$ cat config.mk
export PLATFORM = sky130hd
export DESIGN_NAME = pl_ex_rns_mcu
export DESIGN_NICKNAME = d
export VERILOG_FILES = /design/src/rtl/pl_rns_pkg.sv /design/src/rtl/rns_modmul_lane.sv /design/src/rtl/pl_ex_rns_mcu.sv
export SDC_FILE = /design/constraint.sdc
export NUM_CORES = 1
export LEC_CHECK = 0
export CELL_PAD_IN_SITES_DETAIL_PLACEMENT = 1
export CELL_PAD_IN_SITES_GLOBAL_PLACEMENT = 2
export CORE_ASPECT_RATIO = 0.7
export CORE_UTILIZATION = 35
export DETAILED_ROUTE_END_ITERATION = 8
export PLACE_DENSITY = 0.79
export REMOVE_ABC_BUFFERS = 1
export SYNTH_ARGS = -nofsm -noshare
export SYNTH_HDL_FRONTEND = slang
export SYNTH_SLANG_ARGS = --single-unit
$ cat constraint.sdc
create_clock -name clk -period 4.35 [get_ports clk]
set_clock_uncertainty 0.05 [all_clocks]
set_input_delay 0.87 -clock clk [delete_from_list [all_inputs] [get_ports clk]]
set_output_delay 0.87 -clock clk [all_outputs]
set_load 0.02 [all_outputs]
$ cat src/rtl/pl_rns_pkg.sv
// ----------------------------------------------------------------------------
// pl_rns_pkg
//   Shared definitions for the RNS multi-cycle execute unit:
//     - mode_e  : operation encodings on the 2-bit mode port
//     - state_e : FSM states of the sequencer in pl_ex_rns_mcu
//     - modulus_of() : extracts one channel's modulus from the packed
//                      MODULI parameter vector
// ----------------------------------------------------------------------------
package pl_rns_pkg;

  // Widest packed MODULI vector the helper accepts
  // (NUM_DOMAINS * (DATA_WID+1) must not exceed this).
  localparam int MOD_VEC_MAX = 64;

  typedef enum logic [1:0] {
    MODE_MUL = 2'b00,  // op1 * op2 mod m
    MODE_MAC = 2'b01,  // acc = (acc + op1 * op2) mod m
    MODE_SQR = 2'b10,  // op1 * op1 mod m
    MODE_CLR = 2'b11   // acc = 0
  } mode_e;

  typedef enum logic [1:0] {
    ST_IDLE = 2'b00,
    ST_LOAD = 2'b01,
    ST_ITER = 2'b10,
    ST_DONE = 2'b11
  } state_e;

  // Channel idx occupies bits [idx*(wid+1) +: wid+1] of the packed vector.
  function automatic int unsigned modulus_of(input logic [MOD_VEC_MAX-1:0] moduli,
                                             input int unsigned          idx,
                                             input int unsigned          wid);
    logic [MOD_VEC_MAX-1:0] shifted;
    shifted = moduli >> (idx * (wid + 1));
    return shifted[31:0] & ((32'd1 << (wid + 1)) - 32'd1);
  endfunction

endpackage

$ cat src/rtl/rns_modmul_lane.sv
// ----------------------------------------------------------------------------
// rns_modmul_lane
//   One residue channel of the RNS execute unit: an MSB-first shift-add
//   modular multiplier plus a modular accumulator. Sequencing comes from the
//   shared FSM in the top level; this lane only holds data.
//
//   Ports
//     clk, reset   rising-edge clock, synchronous active-high reset
//     load         reduce op_a/op_b into a/b and clear the partial product
//     step         one shift-add iteration using bit b[bit_idx]
//     bit_idx      multiplier bit consumed by this step (MSB first)
//     acc_upd      acc <= (acc + p) mod m
//     acc_clr      acc <= 0
//     op_a, op_b   raw operands, each < 2m
//     prod         partial product p (final product after the last step)
//     acc_sum      (acc + p) mod m, the value a MAC commits
// ----------------------------------------------------------------------------
module rns_modmul_lane #(
  parameter int          DATA_WID = 8,
  parameter int unsigned MODULUS  = 256,
  localparam int         IDX_W    = (DATA_WID > 1) ? $clog2(DATA_WID) : 1
) (
  input  logic                clk,
  input  logic                reset,
  input  logic                load,
  input  logic                step,
  input  logic [IDX_W-1:0]    bit_idx,
  input  logic                acc_upd,
  input  logic                acc_clr,
  input  logic [DATA_WID-1:0] op_a,
  input  logic [DATA_WID-1:0] op_b,
  output logic [DATA_WID-1:0] prod,
  output logic [DATA_WID-1:0] acc_sum
);

  localparam logic [DATA_WID:0] M = MODULUS[DATA_WID:0];

  // Any x < 2m reduces with a single conditional subtract. When m = 2^DATA_WID
  // the subtract only ever drops the carry bit, i.e. plain wrap-around.
  function automatic logic [DATA_WID-1:0] cond_sub(input logic [DATA_WID:0] x);
    return DATA_WID'((x >= M) ? x - M : x);
  endfunction

  logic [DATA_WID-1:0] a_q, b_q, p_q, acc_q;
  logic [DATA_WID-1:0] red_a, red_b, dbl, stepped, p_next;

  assign red_a   = cond_sub({1'b0, op_a});
  assign red_b   = cond_sub({1'b0, op_b});
  assign dbl     = cond_sub({p_q, 1'b0});
  assign stepped = cond_sub({1'b0, dbl} + {1'b0, a_q});
  assign p_next  = b_q[bit_idx] ? stepped : dbl;
  assign acc_sum = cond_sub({1'b0, acc_q} + {1'b0, p_q});
  assign prod    = p_q;

  // NOTE: these are a handful of flops, not a RAM, so every one of them is
  // reset; a clean start state costs nothing and keeps X out of the results.
  always_ff @(posedge clk) begin
    if (reset) begin
      a_q   <= '0;
      b_q   <= '0;
      p_q   <= '0;
      acc_q <= '0;
    end else begin
      if (load) begin
        a_q <= red_a;
        b_q <= red_b;
        p_q <= '0;
      end else if (step) begin
        p_q <= p_next;
      end

      if (acc_clr) begin
        acc_q <= '0;
      end else if (acc_upd) begin
        acc_q <= acc_sum;
      end
    end
  end

endmodule

$ cat src/rtl/pl_ex_rns_mcu.sv
// ----------------------------------------------------------------------------
// pl_ex_rns_mcu
//   Multi-cycle RNS execute unit beside the single-cycle EX ALUs. Runs modular
//   MUL / MAC / SQR / CLRACC on all NUM_DOMAINS residue channels in lock-step
//   under one FSM: IDLE -> LOAD -> ITER (DATA_WID steps) -> DONE -> IDLE,
//   with CLRACC going IDLE -> DONE directly.
//
//   Ports
//     clk, reset   rising-edge clock, synchronous active-high reset
//     start        request, accepted only while ready
//     mode         00 MUL, 01 MAC, 10 SQR, 11 CLRACC
//     op1, op2     packed residues {.., ch1, ch0}, ch0 in the LSBs
//     dest_in      destination tag captured at accept
//     flush        abort the in-flight op (branch taken in EX)
//     ready        high in IDLE only
//     busy         ~ready, stalls IF/ID/EX
//     done         one-cycle result-valid pulse
//     result       per-channel residues, held until the next done
//     dest_out     tag of the op that raised done, held with result
// ----------------------------------------------------------------------------
module pl_ex_rns_mcu
  import pl_rns_pkg::*;
#(
  parameter int                                      NUM_DOMAINS = 2,
  parameter int                                      DATA_WID    = 8,
  parameter logic [NUM_DOMAINS*(DATA_WID+1)-1:0]     MODULI      = {9'd256, 9'd129},
  parameter int                                      DEST_WID    = 4
) (
  input  logic                            clk,
  input  logic                            reset,
  input  logic                            start,
  input  logic [1:0]                      mode,
  input  logic [NUM_DOMAINS*DATA_WID-1:0] op1,
  input  logic [NUM_DOMAINS*DATA_WID-1:0] op2,
  input  logic [DEST_WID-1:0]             dest_in,
  input  logic                            flush,
  output logic                            ready,
  output logic                            busy,
  output logic                            done,
  output logic [NUM_DOMAINS*DATA_WID-1:0] result,
  output logic [DEST_WID-1:0]             dest_out
);

  localparam int VEC_W = NUM_DOMAINS * DATA_WID;
  localparam int CNT_W = (DATA_WID > 1) ? $clog2(DATA_WID) : 1;

  state_e              state_q;
  mode_e               mode_q;
  logic [CNT_W-1:0]    cnt_q;
  logic [DEST_WID-1:0] dest_q;
  logic [VEC_W-1:0]    op1_q, op2_q;

  logic [VEC_W-1:0]    op_b_sel;
  logic [VEC_W-1:0]    prod_all, acc_sum_all;
  logic [VEC_W-1:0]    res_next;
  logic                lane_load, lane_step, acc_upd, acc_clr;
  logic                commit;

  assign ready = (state_q == ST_IDLE);
  assign busy  = ~ready;

  // A DONE cycle that coincides with flush is discarded: no pulse, no
  // result/tag update, no accumulator write.
  assign commit    = (state_q == ST_DONE) && !flush;
  assign lane_load = (state_q == ST_LOAD);
  assign lane_step = (state_q == ST_ITER);
  assign acc_upd   = commit && (mode_q == MODE_MAC);
  assign acc_clr   = commit && (mode_q == MODE_CLR);
  assign op_b_sel  = (mode_q == MODE_SQR) ? op1_q : op2_q;

  for (genvar i = 0; i < NUM_DOMAINS; i++) begin : g_lane
    rns_modmul_lane #(
      .DATA_WID (DATA_WID),
      .MODULUS  (modulus_of(MOD_VEC_MAX'(MODULI), i, DATA_WID))
    ) u_lane (
      .clk     (clk),
      .reset   (reset),
      .load    (lane_load),
      .step    (lane_step),
      .bit_idx (cnt_q),
      .acc_upd (acc_upd),
      .acc_clr (acc_clr),
      .op_a    (op1_q[i*DATA_WID +: DATA_WID]),
      .op_b    (op_b_sel[i*DATA_WID +: DATA_WID]),
      .prod    (prod_all[i*DATA_WID +: DATA_WID]),
      .acc_sum (acc_sum_all[i*DATA_WID +: DATA_WID])
    );
  end

  // NOTE: res_next gets a full default before the case so that no path
  // leaves it unassigned, which would otherwise infer a latch.
  always_comb begin
    res_next = '0;
    case (mode_q)
      MODE_MAC: res_next = acc_sum_all;
      MODE_CLR: res_next = '0;
      default:  res_next = prod_all;
    endcase
  end

  // NOTE: sequential state uses non-blocking assignments only, so every
  // register samples the pre-edge values regardless of statement order.
  always_ff @(posedge clk) begin
    if (reset) begin
      state_q  <= ST_IDLE;
      mode_q   <= MODE_MUL;
      cnt_q    <= '0;
      dest_q   <= '0;
      op1_q    <= '0;
      op2_q    <= '0;
      done     <= 1'b0;
      result   <= '0;
      dest_out <= '0;
    end else begin
      done <= 1'b0;
      case (state_q)
        ST_IDLE: begin
          // flush with start in IDLE squashes the request.
          if (start && !flush) begin
            mode_q  <= mode_e'(mode);
            dest_q  <= dest_in;
            op1_q   <= op1;
            op2_q   <= op2;
            state_q <= (mode_e'(mode) == MODE_CLR) ? ST_DONE : ST_LOAD;
          end
        end

        ST_LOAD: begin
          if (flush) begin
            state_q <= ST_IDLE;
          end else begin
            cnt_q   <= CNT_W'(DATA_WID - 1);
            state_q <= ST_ITER;
          end
        end

        ST_ITER: begin
          // The lanes step on every ITER cycle, including the cnt_q == 0 one.
          if (flush) begin
            state_q <= ST_IDLE;
          end else if (cnt_q == '0) begin
            state_q <= ST_DONE;
          end else begin
            cnt_q <= cnt_q - 1'b1;
          end
        end

        ST_DONE: begin
          state_q <= ST_IDLE;
          if (commit) begin
            done     <= 1'b1;
            result   <= res_next;
            dest_out <= dest_q;
          end
        end

        default: state_q <= ST_IDLE;
      endcase
    end
  end

endmodule
* Yosys cells after proc, flatten, opt, wreduce, memory -nomap -nowiden
Index checks and enable logic that the tools add are counted.
Operators by class: multiplexer cells 27, magnitude comparators 9, $add $sub $neg 13, reductions and logical operators 15, equality and inequality tests 12, bitwise logic cells 2
Operators with widths (count):
- 8-bit two-way mux | 10
- 8-bit subtractor, second input constant | 5
- 8-bit by 8-bit adder with 9-bit output | 4
- 16-bit case mux with 2 select lines | 1
- 9-bit by 8-bit >= comparator with 1-bit output, second input constant | 3
- 9-bit >= comparator, second input constant | 3
- 8-bit by 1-bit subtractor with 8-bit output, second input constant | 3
- 8-bit >= comparator, second input constant | 2
- 16-bit two-way mux | 1
- 2-bit == test, second input constant | 5
- 2-bit two-way mux | 5
- 3-bit two-way mux | 3
- 2-bit case mux with 4 select lines | 1
- 1-bit binary-select mux with 3-bit select | 2
- 2-bit inequality test, second input constant | 3
- 3-bit case mux with 2 select lines | 1
- 2-bit AND reduction | 3
- 2-bit OR reduction | 3
- 2-bit by 1-bit == test with 1-bit output, second input constant | 2
- 1-bit logical AND | 4
- 3-bit by 4-bit less-than comparator with 1-bit output, second input constant | 1
- 4-bit AND reduction | 1
- 3-bit logical NOT | 1
- 1-bit two-way mux | 3
- other kinds (7) | 8
Storage, ports and cells: flip-flop bits (word level) 128, logic and storage cells 95, input bits 42

* Logic depth before layout (Yosys ltp)
word-level depth 6, depth in mapped cells 17, gate-level depth less buffers 16

* Modules after synthesis
A second synthesis with hierarchy kept.
Second synthesis, totals: cells, all modules 911, area total of the unflattened synthesis 7822.5 um^2
Modules (own cells, without submodules):
- rns_modmul_lane at g_lane[0].u_lane | cells each 389, seq. area each 640.6 um^2, area each 3135.5 um^2, times used 1
- pl_ex_rns_mcu | cells each 319, seq. area each 1281.2 um^2, area each 2803.9 um^2, times used 1
- rns_modmul_lane at g_lane[1].u_lane | cells each 203, seq. area each 640.6 um^2, area each 1883.1 um^2, times used 1

* Least setup slack after synthesis
Ideal clock, no wire load.
path kind register to register, start point register g_lane[0].u_lane.p_q[1], end point register g_lane[0].u_lane.p_q[1], setup time 132 ps, buffers on the path 1, data arrival time 3564 ps, stages on the path, launching flop included 18, setup slack 603 ps, path through dfxtp_1 > inv_1 > ha_1 > nand3_1 > a21o_1 > clkbuf_1 > nand3_1 > nor2_1 > xor2_1 > ha_1 > and3_1 > a221oi_1 > a21oi_1 > xnor2_1 > a22oi_2 > mux2_2 > o21ai_0 > a21oi_1
On the way: cells in the longest elaborated chain, start to end 6
RTL lines:
- start, declared | line rns_modmul_lane.sv:44 | logic [DATA_WID-1:0] a_q, b_q, p_q, acc_q;
- start signal, assigned | line rns_modmul_lane.sv:69 | p_q <= p_next;
- 9-bit by 8-bit >= comparator with 1-bit output or 8-bit subtractor (tied branches) | line rns_modmul_lane.sv:41 | return DATA_WID'((x >= M) ? x - M : x);
- 8-bit two-way mux * | line rns_modmul_lane.sv:41
- 8-bit by 8-bit adder with 9-bit output | line rns_modmul_lane.sv:50 | assign stepped = cond_sub({1'b0, dbl} + {1'b0, a_q});
- 8-bit subtractor or 9-bit by 8-bit >= comparator with 1-bit output (tied branches) | line rns_modmul_lane.sv:41
- 8-bit two-way mux | line rns_modmul_lane.sv:41
- 8-bit two-way mux * | line rns_modmul_lane.sv:51 | assign p_next = b_q[bit_idx] ? stepped : dbl;
Mark *: on every way between the ends. The rest lies on a longest branch, timed or not. A chain may end at the register's enable or synchronous reset.

* Final worst setup path
start point register g_lane[0].u_lane.p_q[0], end point register g_lane[0].u_lane.p_q[6]
On the way: cells in the longest elaborated chain, start to end 6
RTL lines (line):
- 8-bit subtractor or 9-bit by 8-bit >= comparator with 1-bit output (tied branches) | rns_modmul_lane.sv:41
- 8-bit two-way mux * | rns_modmul_lane.sv:41
- 8-bit by 8-bit adder with 9-bit output | rns_modmul_lane.sv:50
- 8-bit subtractor or 9-bit by 8-bit >= comparator with 1-bit output (tied branches) | rns_modmul_lane.sv:41
- 8-bit two-way mux | rns_modmul_lane.sv:41
- 8-bit two-way mux * | rns_modmul_lane.sv:51
Marks and branches as above.

==> results.txt <==
#FFs+latches synth: 128
worst setup path startpoint: g_lane[0].u_lane.prod[0]$_SDFFE_PP0P_
Clock Tree Root: clkbuf_16
fin nets: 1,030
final core occ: 0.4343
layout cells sized above 1: 0.08063
CTS tree: yes
XOR/XNOR share of the synthesized area: 0.04882
cells after synthesis: 893
Leak Pwr: 3.330 nW
# IOs: 65
worst-path fanout max: 9
Slew HR: 0.2777
Die Y-Extent: 121.8 um
register area: 0.002562 mm2
worst vdd ir: 0.2707 mV
CP Capture Type: flop
RSZ-0062 raised after global routing: no
Final min period: 3.970 ns
Multi-input gate area: 0.004340 mm2
f_max: 251.9 MHz
Post-synth ARST share: 0
clk_lat worst skew: 0.44 ns
DP HPWL: 14,370 um
routability cong.: 0.8304
commonest non-fill, non-tap cell in the layout: nand2_1
Fill cells: 2,419
Initial Util: 0.3595
ant diodes: 0
CTS HTree Levels: 4
total gr overflow: 0
Setup TNS Final: 0 ns
gr usage total: 0.2016
P&R area growth vs syn: 20.82%
Routed WL: 20,120 um
DR pass1 iterations: 4
via count of the first global-routing pass: 6,425
row count: 43
HP Start: dest_q[0]$_SDFFE_PP0P_
Vias: 6,360
required time worst endpoint: 4.58 ns
TritonCTS Buffers: 17
DIE AREA: 0.02109 mm2
power per cell area: 342.8 mW/mm2
DRT iter0 DRCs: 273
Reg-to-Reg Start: g_lane[0].u_lane.prod[0]$_SDFFE_PP0P_
number of synthesized flops with an enable pin: 0
Netlist cell types: 68
Reg clk slew, reported paths: 0.07 ns
MaxCap Viol Count: 0
clk sinks: 128
Hold Violations, Final: 0
Mean Syn Cell Area: 8.035 um2
Final Setup Violations: 0
total of warnings raised by yosys: 0
Residual DRC: 0
post-DR vias/cell: 5.192
critical path class: reg -> reg
initial antenna violation count: 0
die width: 173.1 um
WL/cell: 16.43 um
final critical-path share of the clock period: 0.9127
Port Buffer Count: 64
simple-gate share of the synthesized area: 0.2150
Hold Buf Count CTS: 0
hold crit path type: reg -> reg
multiplexer share of the synthesized area: 0.05074
adder-cell share of the synthesized area: 0.08439
first-pass GRT wire length: 33,400 um
Setup Fix Bufs, Post-CTS: 0
ANT nets after route: 0
CTS Buffer Depth: 2
Core Region: 0.01996 mm2
CP startpoint kind: flop
status: completed
most frequent cells in the layout: 156 x nand2_1, 128 x dfxtp_1, 101 x a21oi_1
synthesized area: 0.007176 mm2
sequential area share after synthesis: 0.3571
largest net degree at the start of global routing: 77
CP arrival: 4.20 ns
Top FF cell, synth: dfxtp_1
largest family of logic cells by synthesized area: simple AND/OR/NAND/NOR gates
Compound-Gate Fraction of Synth Area: 0.2037
Final Slew Violations: 0
worst slew pin tran: 1.053 ns
-- power by group --
group | switching (W) | total (W) | internal (W)
registers | 0.0000325 | 0.00124 | 0.00121
clock network | 0.000619 | 0.00144 | 0.000820
logic | 0.000169 | 0.000296 | 0.000127
-- cell type report --
class,instances,share of cell area
clock buffers,18,0.05066
clock inverters,14,0.01631
inverters,28,0.01212
multi-input cells,689,0.5006
flip-flops and latches,128,0.2956
well taps,270,0.03897
repair buffers,78,0.08573
-- path summary, 6_finish.rpt --
kind | end | slack [ns] | depth (start not counted)
max | g_lane[0].u_lane.prod[6]$_SDFFE_PP0P_ | 0.38 | 17
min | dest_out[0]$_SDFFE_PP0P_ | 0.40 | 2
max reg2reg | g_lane[0].u_lane.prod[6]$_SDFFE_PP0P_ | 0.38 | 17
min reg2reg | dest_out[0]$_SDFFE_PP0P_ | 0.40 | 2
-- per-stage QoR --
stage / total power, W / cell area [um2] / hold slack (ns) / instances / worst slack (ns)
floorplan: 0.001431 / 6992 / 0.3726 / 845 / 0.7254
global placement: 0.001557 / 8083 / 0.3918 / 1193 / 0.4478
detailed placement: 0.001560 / 8083 / 0.3966 / 1193 / 0.3114
CTS: 0.003009 / 8663 / 0.4068 / 1225 / 0.3045
global route: 0.003097 / 8670 / 0.4239 / 1225 / 0.07154
finish: 0.002972 / 8670 / 0.4009 / 1225 / 0.3799
-- cell families (layout without fill, tap and decap cells) --
kind of cell | after synthesis | in the layout
and+or+nand+nor | 345 | 345
AOI/OAI and AO/OA | 227 | 227
DFF | 128 | 128
buffers and inverters | 76 | 138
adders and majority gates | 46 | 46
xor gates and xnor gates | 40 | 40
muxes | 31 | 31
-- registers in the layout, summed over array words and instances, names as in the netlist --
name	cells
done	1
op2_q	16
cnt_q	3
result	16
state_q	2
g_lane.u_lane.acc_q	16
g_lane.u_lane.prod	16
dest_out	4
op1_q	16
g_lane.u_lane.b_q	16
dest_q	4
mode_q	2
g_lane.u_lane.a_q	16
-- critical path, cell delays in order (launching register included) --
cell	delay [ns]
dfxtp_1	0.38
inv_1	0.11
ha_1	0.24
nand3_1	0.11
a21o_1	0.28
nand3_1	0.15
nor2_1	0.13
xor2_1	0.24
ha_1	0.32
and3_1	0.21
a221oi_2	0.34
xor2_1	0.28
and3_1	0.26
a22oi_2	0.10
buf_4	0.20
and4_1	0.19
o21ai_0	0.16
a21oi_1	0.08
-- routing by layer --
metal / routed length [um] / part of all wire / vias to the layer above / track usage
met1: 10740 / 0.53 / 3035 / 0.2841
met3: 701 / 0.035 / 8 / 0.04245
met2: 8583 / 0.43 / 80 / 0.3128
met4: 97 / 0.0048 / 0 / 0.05144
li1: - / - / 3237 / -
met5: 0 / 0 / - / 0
-- cells in the mapped netlist (9+ instances only) --
master	n	area (um2)
clkbuf_1	38	142.6
o21ai_0	27	135.1
inv_1	28	105.1
xor2_1	19	166.4
xnor2_1	21	183.9
nor2_1	89	334.1
nand2_1	156	585.6
nor2b_1	12	75.07
ha_1	42	525.5
nor3_1	20	100.1
nand2b_1	10	62.56
dfxtp_1	128	2562
a21oi_1	101	505.5
a211oi_1	29	217.7
mux2i_1	24	240.2
and3_1	9	56.30
a21o_1	10	75.07
-- timing repair --
action	in CTS	in global routing
resized for setup	0	1
setup endpoints to repair	0	3
hold endpoints to repair	0	0
No activity file was read; power rests on OpenSTA's default activity.
==> RTL edit 1 (same flow settings) <==
Encoding of `state_e`: now Gray code (2 bits for 4 states).
--- a/src/rtl/pl_rns_pkg.sv
+++ b/src/rtl/pl_rns_pkg.sv
@@ -22,8 +22,8 @@
   typedef enum logic [1:0] {
     ST_IDLE = 2'b00,
     ST_LOAD = 2'b01,
-    ST_ITER = 2'b10,
-    ST_DONE = 2'b11
+    ST_ITER = 2'b11,
+    ST_DONE = 2'b10
   } state_e;
 
   // Channel idx occupies bits [idx*(wid+1) +: wid+1] of the packed vector.
Function: same outputs for any inputs over 10 cycles, from zero or initial values and one cycle with reset high; not proved beyond that.
==> RTL edit 1 against the original RTL <==
Wire length rose by 12%; area after synthesis rose by 2.4%; highest routed layer unchanged; critical endpoint is now g_lane[0].u_lane.prod[5]; critical path type unchanged; total power fell by 3.0%; worst setup slack got worse by 170 ps; core utilization rose by 0.36 points; design area rose by 1.9%; sequential cell count did not move; largest cell class unchanged.
==> RTL edit 1: results (changes against the original RTL) <==
Fillers: 2426 (was 2419)
R2R cell count: 12 (was 17)
Slowest cell on crit path: a211oi_1 (was dfxtp_1)
CTS Buffer Depth: 2 (unchanged)
ANT cells: 0 (unchanged)
Most frequent cells after synthesis: nand2_1 (164), dfxtp_1 (128), a21oi_1 (114) (was nand2_1 (156), dfxtp_1 (128), a21oi_1 (101))
DP HPWL: 16.2 mm (was 14.4 mm)
Yosys cell types: 78 (was 68)
CP arrival: 4400 ps (was 4200 ps)
GRT Util Overall: 22.0% (was 20.2%)
Worst setup EP type: flop (unchanged)
Routed length per instance: 17.9 µm (was 16.4 µm)
Iter 0 DRT Violations: 458 (was 273)
DRT Pass-1 Iters: 5 (was 4)
CP peak stage delay: 460 ps (was 380 ps)
Worst vdd ir: 271 µV (about the same)
Clock buffer count from CTS: 17 (unchanged)
Slew headroom: 37.3% (was 27.8%)
Crit path max-delay family: compound AO/OA/AOI/OAI gates (was simple AND/OR/NAND/NOR gates)
First-pass GRT wire length: 36.8 mm (was 33.4 mm)
Reg clk slew, reported paths: 60 ps
Routability cong.: 0.827 (was 0.830)
Area contributors post-synth: dfxtp_1 (35%), nand2_1 (8.4%), a21oi_1 (7.8%) (was dfxtp_1 (36%), nand2_1 (8.2%), ha_1 (7.3%))
Final nets: 1063 (was 1030)
Root buf cell: clkbuf_16 (unchanged)
Pin count of the biggest net entering global routing: 75 (was 77)
H-tree levels: 4 (unchanged)
Synth Warn #: 0 (unchanged)
Initial antenna violation count: 0 (unchanged)
Number of global-route vias before repair: 6699 (was 6425)
Hold Path Depth: 2 (unchanged)
Top_reg_cell synth: dfxtp_1 (unchanged)
Post-synthesis async set-or-reset flop share: 0% (unchanged)
Outcome: completed (unchanged)
Worst-Skew Late Latency: 430 ps
Port Buffers: 64 (unchanged)
Leakage: 3.47 nW (was 3.33 nW)
Vias per std cell: 5.45 (was 5.19)
Share of layout cells above drive strength 1: 7.40% (was 8.06%)
# Post-CTS Setup Buffers: 0 (unchanged)
Crit path max fanout: 9 (unchanged)
Post-synthesis sequential area ratio: 34.9% (was 35.7%)
Min-Delay Path Class: flop to flop (unchanged)
RTL edit 1: changes by cell type in the layout (fill, tap and decap cells not counted), sizes merged, moves of 7 or more:
cell	before	now
o21ai	27	45
nor2	89	72
a21oi	101	115
a211oi	30	19
nand2	156	164
nand3	8	16
or2	9	1
xor2	19	12
RTL edit 1: worst reg2reg max path: stages, from the launching register on:
cell       delay [ps]
dfxtp_1           370
or3_1             430
o31a_1            320
nor2_1            250
inv_1             100
ha_1              220
fa_1              430
a211oi_1          460
o21a_1            220
a2bb2oi_1         320
o31a_1            410
o21ai_0           150
a311oi_1          310
RTL edit 1: cells by family after synthesis:
group / after synthesis / share of synthesized area [%]
AO/OA/AOI/OAI: 257 / 22.3
XOR/XNOR: 31 / 3.90
AND/OR/NAND/NOR: 345 / 21.1
buffers and inverters: 86 / 4.61
multiplexers: 32 / 5.07
adder cells (fa/ha/maj): 46 / 8.24
flip-flops: 128 / 34.9
RTL edit 1: stage by stage:
step	util (%)	worst slack [ps]	area (µm²)	instances
CTS	43.8	302	8830	1257
global route	43.8	6.57	8840	1257
global placement	41.0	385	8260	1226
floorplan	-	742	7140	873
detailed placement	41.0	323	8260	1226
finish	43.8	211	8840	1257
RTL edit 1: layer usage:
layer  routed length, µm  up-vias  track usage, %  share of wire (%)
li1                    -     3383               -                  -
met3                 810        7            4.70                3.6
met1               12200     3351            32.5                 54
met2                9380      111            32.8                 42
met4                  97        0            3.75               0.43
met5                   0        -               0                  0
RTL edit 1: path summary, 6_finish.rpt:
check | startpoint | end | slack [ps]
setup / recovery | g_lane[0].u_lane.prod[2] | g_lane[0].u_lane.prod[5] | 210
hold / removal | g_lane[0].u_lane.b_q[2] | g_lane[0].u_lane.b_q[2] | 400
setup reg to reg | g_lane[0].u_lane.prod[2] | g_lane[0].u_lane.prod[5] | 210
hold reg to reg | g_lane[0].u_lane.b_q[2] | g_lane[0].u_lane.b_q[2] | 400
RTL edit 1: final cells by class:
type	instances	area [µm²]	share of cell area [%]
clock buffer	20	457	5.17
clock inverter	11	108	1.22
inverter	34	128	1.44
multi-input combinational	711	4460	50.5
sequential	128	2560	29.0
tap	270	338	3.82
timing repair buffer	83	781	8.84
RTL edit 1: report_power, final:
group	internal, mW	switching (mW)
Sequential	1.20	0.0287
Combinational	0.111	0.156
Clock	0.817	0.568
RTL edit 1: repair_timing:
action	in CTS	in global routing
hold buffers	0	0
endpoints found under the setup margin	0	1
gates resized for setup	0	1
==> RTL edit 2 (config.mk and constraints unchanged) <==
Without the edit above. Set the parameter `NUM_DOMAINS` to 4 (it was 2).
--- a/src/rtl/pl_ex_rns_mcu.sv
+++ b/src/rtl/pl_ex_rns_mcu.sv
@@ -21,7 +21,7 @@
 module pl_ex_rns_mcu
   import pl_rns_pkg::*;
 #(
-  parameter int                                      NUM_DOMAINS = 2,
+  parameter int                                      NUM_DOMAINS = 4,
   parameter int                                      DATA_WID    = 8,
   parameter logic [NUM_DOMAINS*(DATA_WID+1)-1:0]     MODULI      = {9'd256, 9'd129},
   parameter int                                      DEST_WID    = 4
Ports: changed (resized op1, op2 and result); port bits go from 65 to 113. The function was not compared with the original's and may differ.
==> RTL edit 2 against the original RTL <==
Sequential power is 87% higher; sequential cell count increased by 112; total power rose by 82%; worst setup slack lost 230 ps; first-iteration DRC count increased by 87%; area after synthesis is 75% higher; critical path type unchanged; design area is 77% higher; wire length grew 85%.
==> RTL edit 2: results (changes against the original RTL) <==
Synth Warn #: 0 (unchanged)
Worst vdd ir: 215 µV (was 271 µV)
Wirelength, routed: 37.2 mm (was 20.1 mm)
Slew @ Worst Pin: 909 ps (was 1050 ps)
Crit path max fanout: 6 (was 9)
Most frequent cells after synthesis: nand2_1 (310), dfxtp_1 (240), a21oi_1 (193) (was nand2_1 (156), dfxtp_1 (128), a21oi_1 (101))
Clock buffer count from CTS: 27 (was 17)
Post-synthesis async set-or-reset flop share: 0% (unchanged)
Leakage: 5.86 nW (was 3.33 nW)
Area contributors post-synth: dfxtp_1 (38%), nand2_1 (9.3%), a21oi_1 (7.7%) (was dfxtp_1 (36%), nand2_1 (8.2%), ha_1 (7.3%))
H-tree levels: 1 (was 4)
DP HPWL: 26.7 mm (was 14.4 mm)
CP peak stage delay: 510 ps (was 380 ps)
Yosys cell types: 63 (was 68)
Place WS: -8.80 ps (was 311 ps)
Initial antenna violation count: 0 (unchanged)
Slowest cell on crit path: or3b_2 (was dfxtp_1)
CP arrival: 4640 ps (was 4200 ps)
Crit path max-delay family: simple AND/OR/NAND/NOR gates (unchanged)
ANT cells: 0 (unchanged)
R2R cell count: 17 (unchanged)
Routability cong.: 0.842 (was 0.830)
Worst-Skew Late Latency: 550 ps (was 440 ps)
Root buf cell: clkbuf_16 (unchanged)
Top_reg_cell synth: dfxtp_1 (unchanged)
Post-synthesis sequential area ratio: 38.3% (was 35.7%)
Min-Delay Path Class: flop to flop (unchanged)
DRT Pass-1 Iters: 6 (was 4)
Vias per std cell: 5.26 (was 5.19)
GRT Util Overall: 20.2% (about the same)
Share of layout cells above drive strength 1: 8.02% (was 8.06%)
Yosys top cell area share: 38.3% (was 35.7%)
Hold Path Depth: 2 (unchanged)
First-pass GRT wire length: 60.6 mm (was 33.4 mm)
# Post-CTS Setup Buffers: 0 (unchanged)
Pin count of the biggest net entering global routing: 129 (was 77)
Reg clk slew, reported paths: 60 ps
CTS Buffer Depth: 3 (was 2)
Iter 0 DRT Violations: 510 (was 273)
Cell-internal power: 4.06 mW (was 2.15 mW)
Final nets: 1789 (was 1030)
Number of global-route vias before repair: 11600 (was 6425)
Outcome: completed (unchanged)
Port Buffers: 112 (was 64)
==> RTL edit 2: logic make-up (layout without fill, tap and decap cells) <==
| family | count (synthesis) | in the layout | share of synthesized area, % |
|---|---|---|---|
| adders and majority gates | 76 | 76 | 8.06 |
| DFF | 240 | 240 | 38.3 |
| and+or+nand+nor | 573 | 573 | 19.6 |
| buffers and inverters | 136 | 249 | 4.11 |
| xor gates and xnor gates | 62 | 62 | 4.72 |
| muxes | 62 | 62 | 5.76 |
| AOI/OAI and AO/OA | 397 | 397 | 19.5 |
==> RTL edit 2: worst paths after layout <==
kind,from,endpoint,slack [ps]
min reg2reg,dest_q[3],dest_out[3],410
min,dest_q[3],dest_out[3],410
max,g_lane[0].u_lane.prod[0],g_lane[0].u_lane.prod[3],150
max reg2reg,g_lane[0].u_lane.prod[0],g_lane[0].u_lane.prod[3],150
==> RTL edit 2: final cells by class <==
cell class                      instances  area, µm²
Fill cell                            4153      19700
Multi-Input combinational cell       1170       7310
Sequential cell                       240       4800
Timing Repair Buffer                  159       1490
Clock buffer                           36        790
Tap cell                              472        591
Clock inverter                         13        198
Inverter                               41        154
==> RTL edit 2: through the flow <==
stage	TNS [ps]	instance area [µm²]	std cells	hold WS [ps]	utilization, %
after floorplan	-47250	12200	1451	373	-
after global placement	0	14300	2082	389	40.8
after detailed placement	-10.2	14300	2082	399	40.8
after CTS	0	15300	2131	408	43.7
after global routing	-71.9	15300	2131	428	43.8
final	0	15300	2131	407	43.8
==> RTL edit 2: power groups by stage <==
stage | Clock [mW] | Sequential, mW | Combinational, mW
2_1_floorplan | 0 | 2.35 | 0.306
3_3_place_gp | 0 | 2.37 | 0.527
3_5_place_dp | 0 | 2.37 | 0.541
4_1_cts | 2.61 | 2.32 | 0.546
5_1_grt | 2.69 | 2.33 | 0.605
6_report | 2.53 | 2.32 | 0.544
==> RTL edit 2: repair_timing <==
action | in CTS | in global routing
gates cloned | 0 | 0
resized for setup | 5 | 6
hold endpoints to repair | 0 | 0
setup endpoints to repair | 3 | 8
hold buffers | 0 | 0
==> RTL edit 2: layer usage <==
metal / routed length [µm] / part of all wire [%] / vias up / GRT usage, %
li1: - / - / 5569 / -
met1: 18100 / 49 / 5472 / 28.1
met2: 17000 / 46 / 140 / 33.6
met3: 1560 / 4.2 / 37 / 2.93
met4: 520 / 1.4 / 0 / 3.36
met5: 0 / 0 / - / 0
==> RTL edit 2: worst min-delay path, delay by kind of cell, from the launching register on <==
kind / cells / cell delay [ps]
DFF: 1 / 310
and+or+nand+nor: 1 / 50
AOI/OAI and AO/OA: 1 / 50
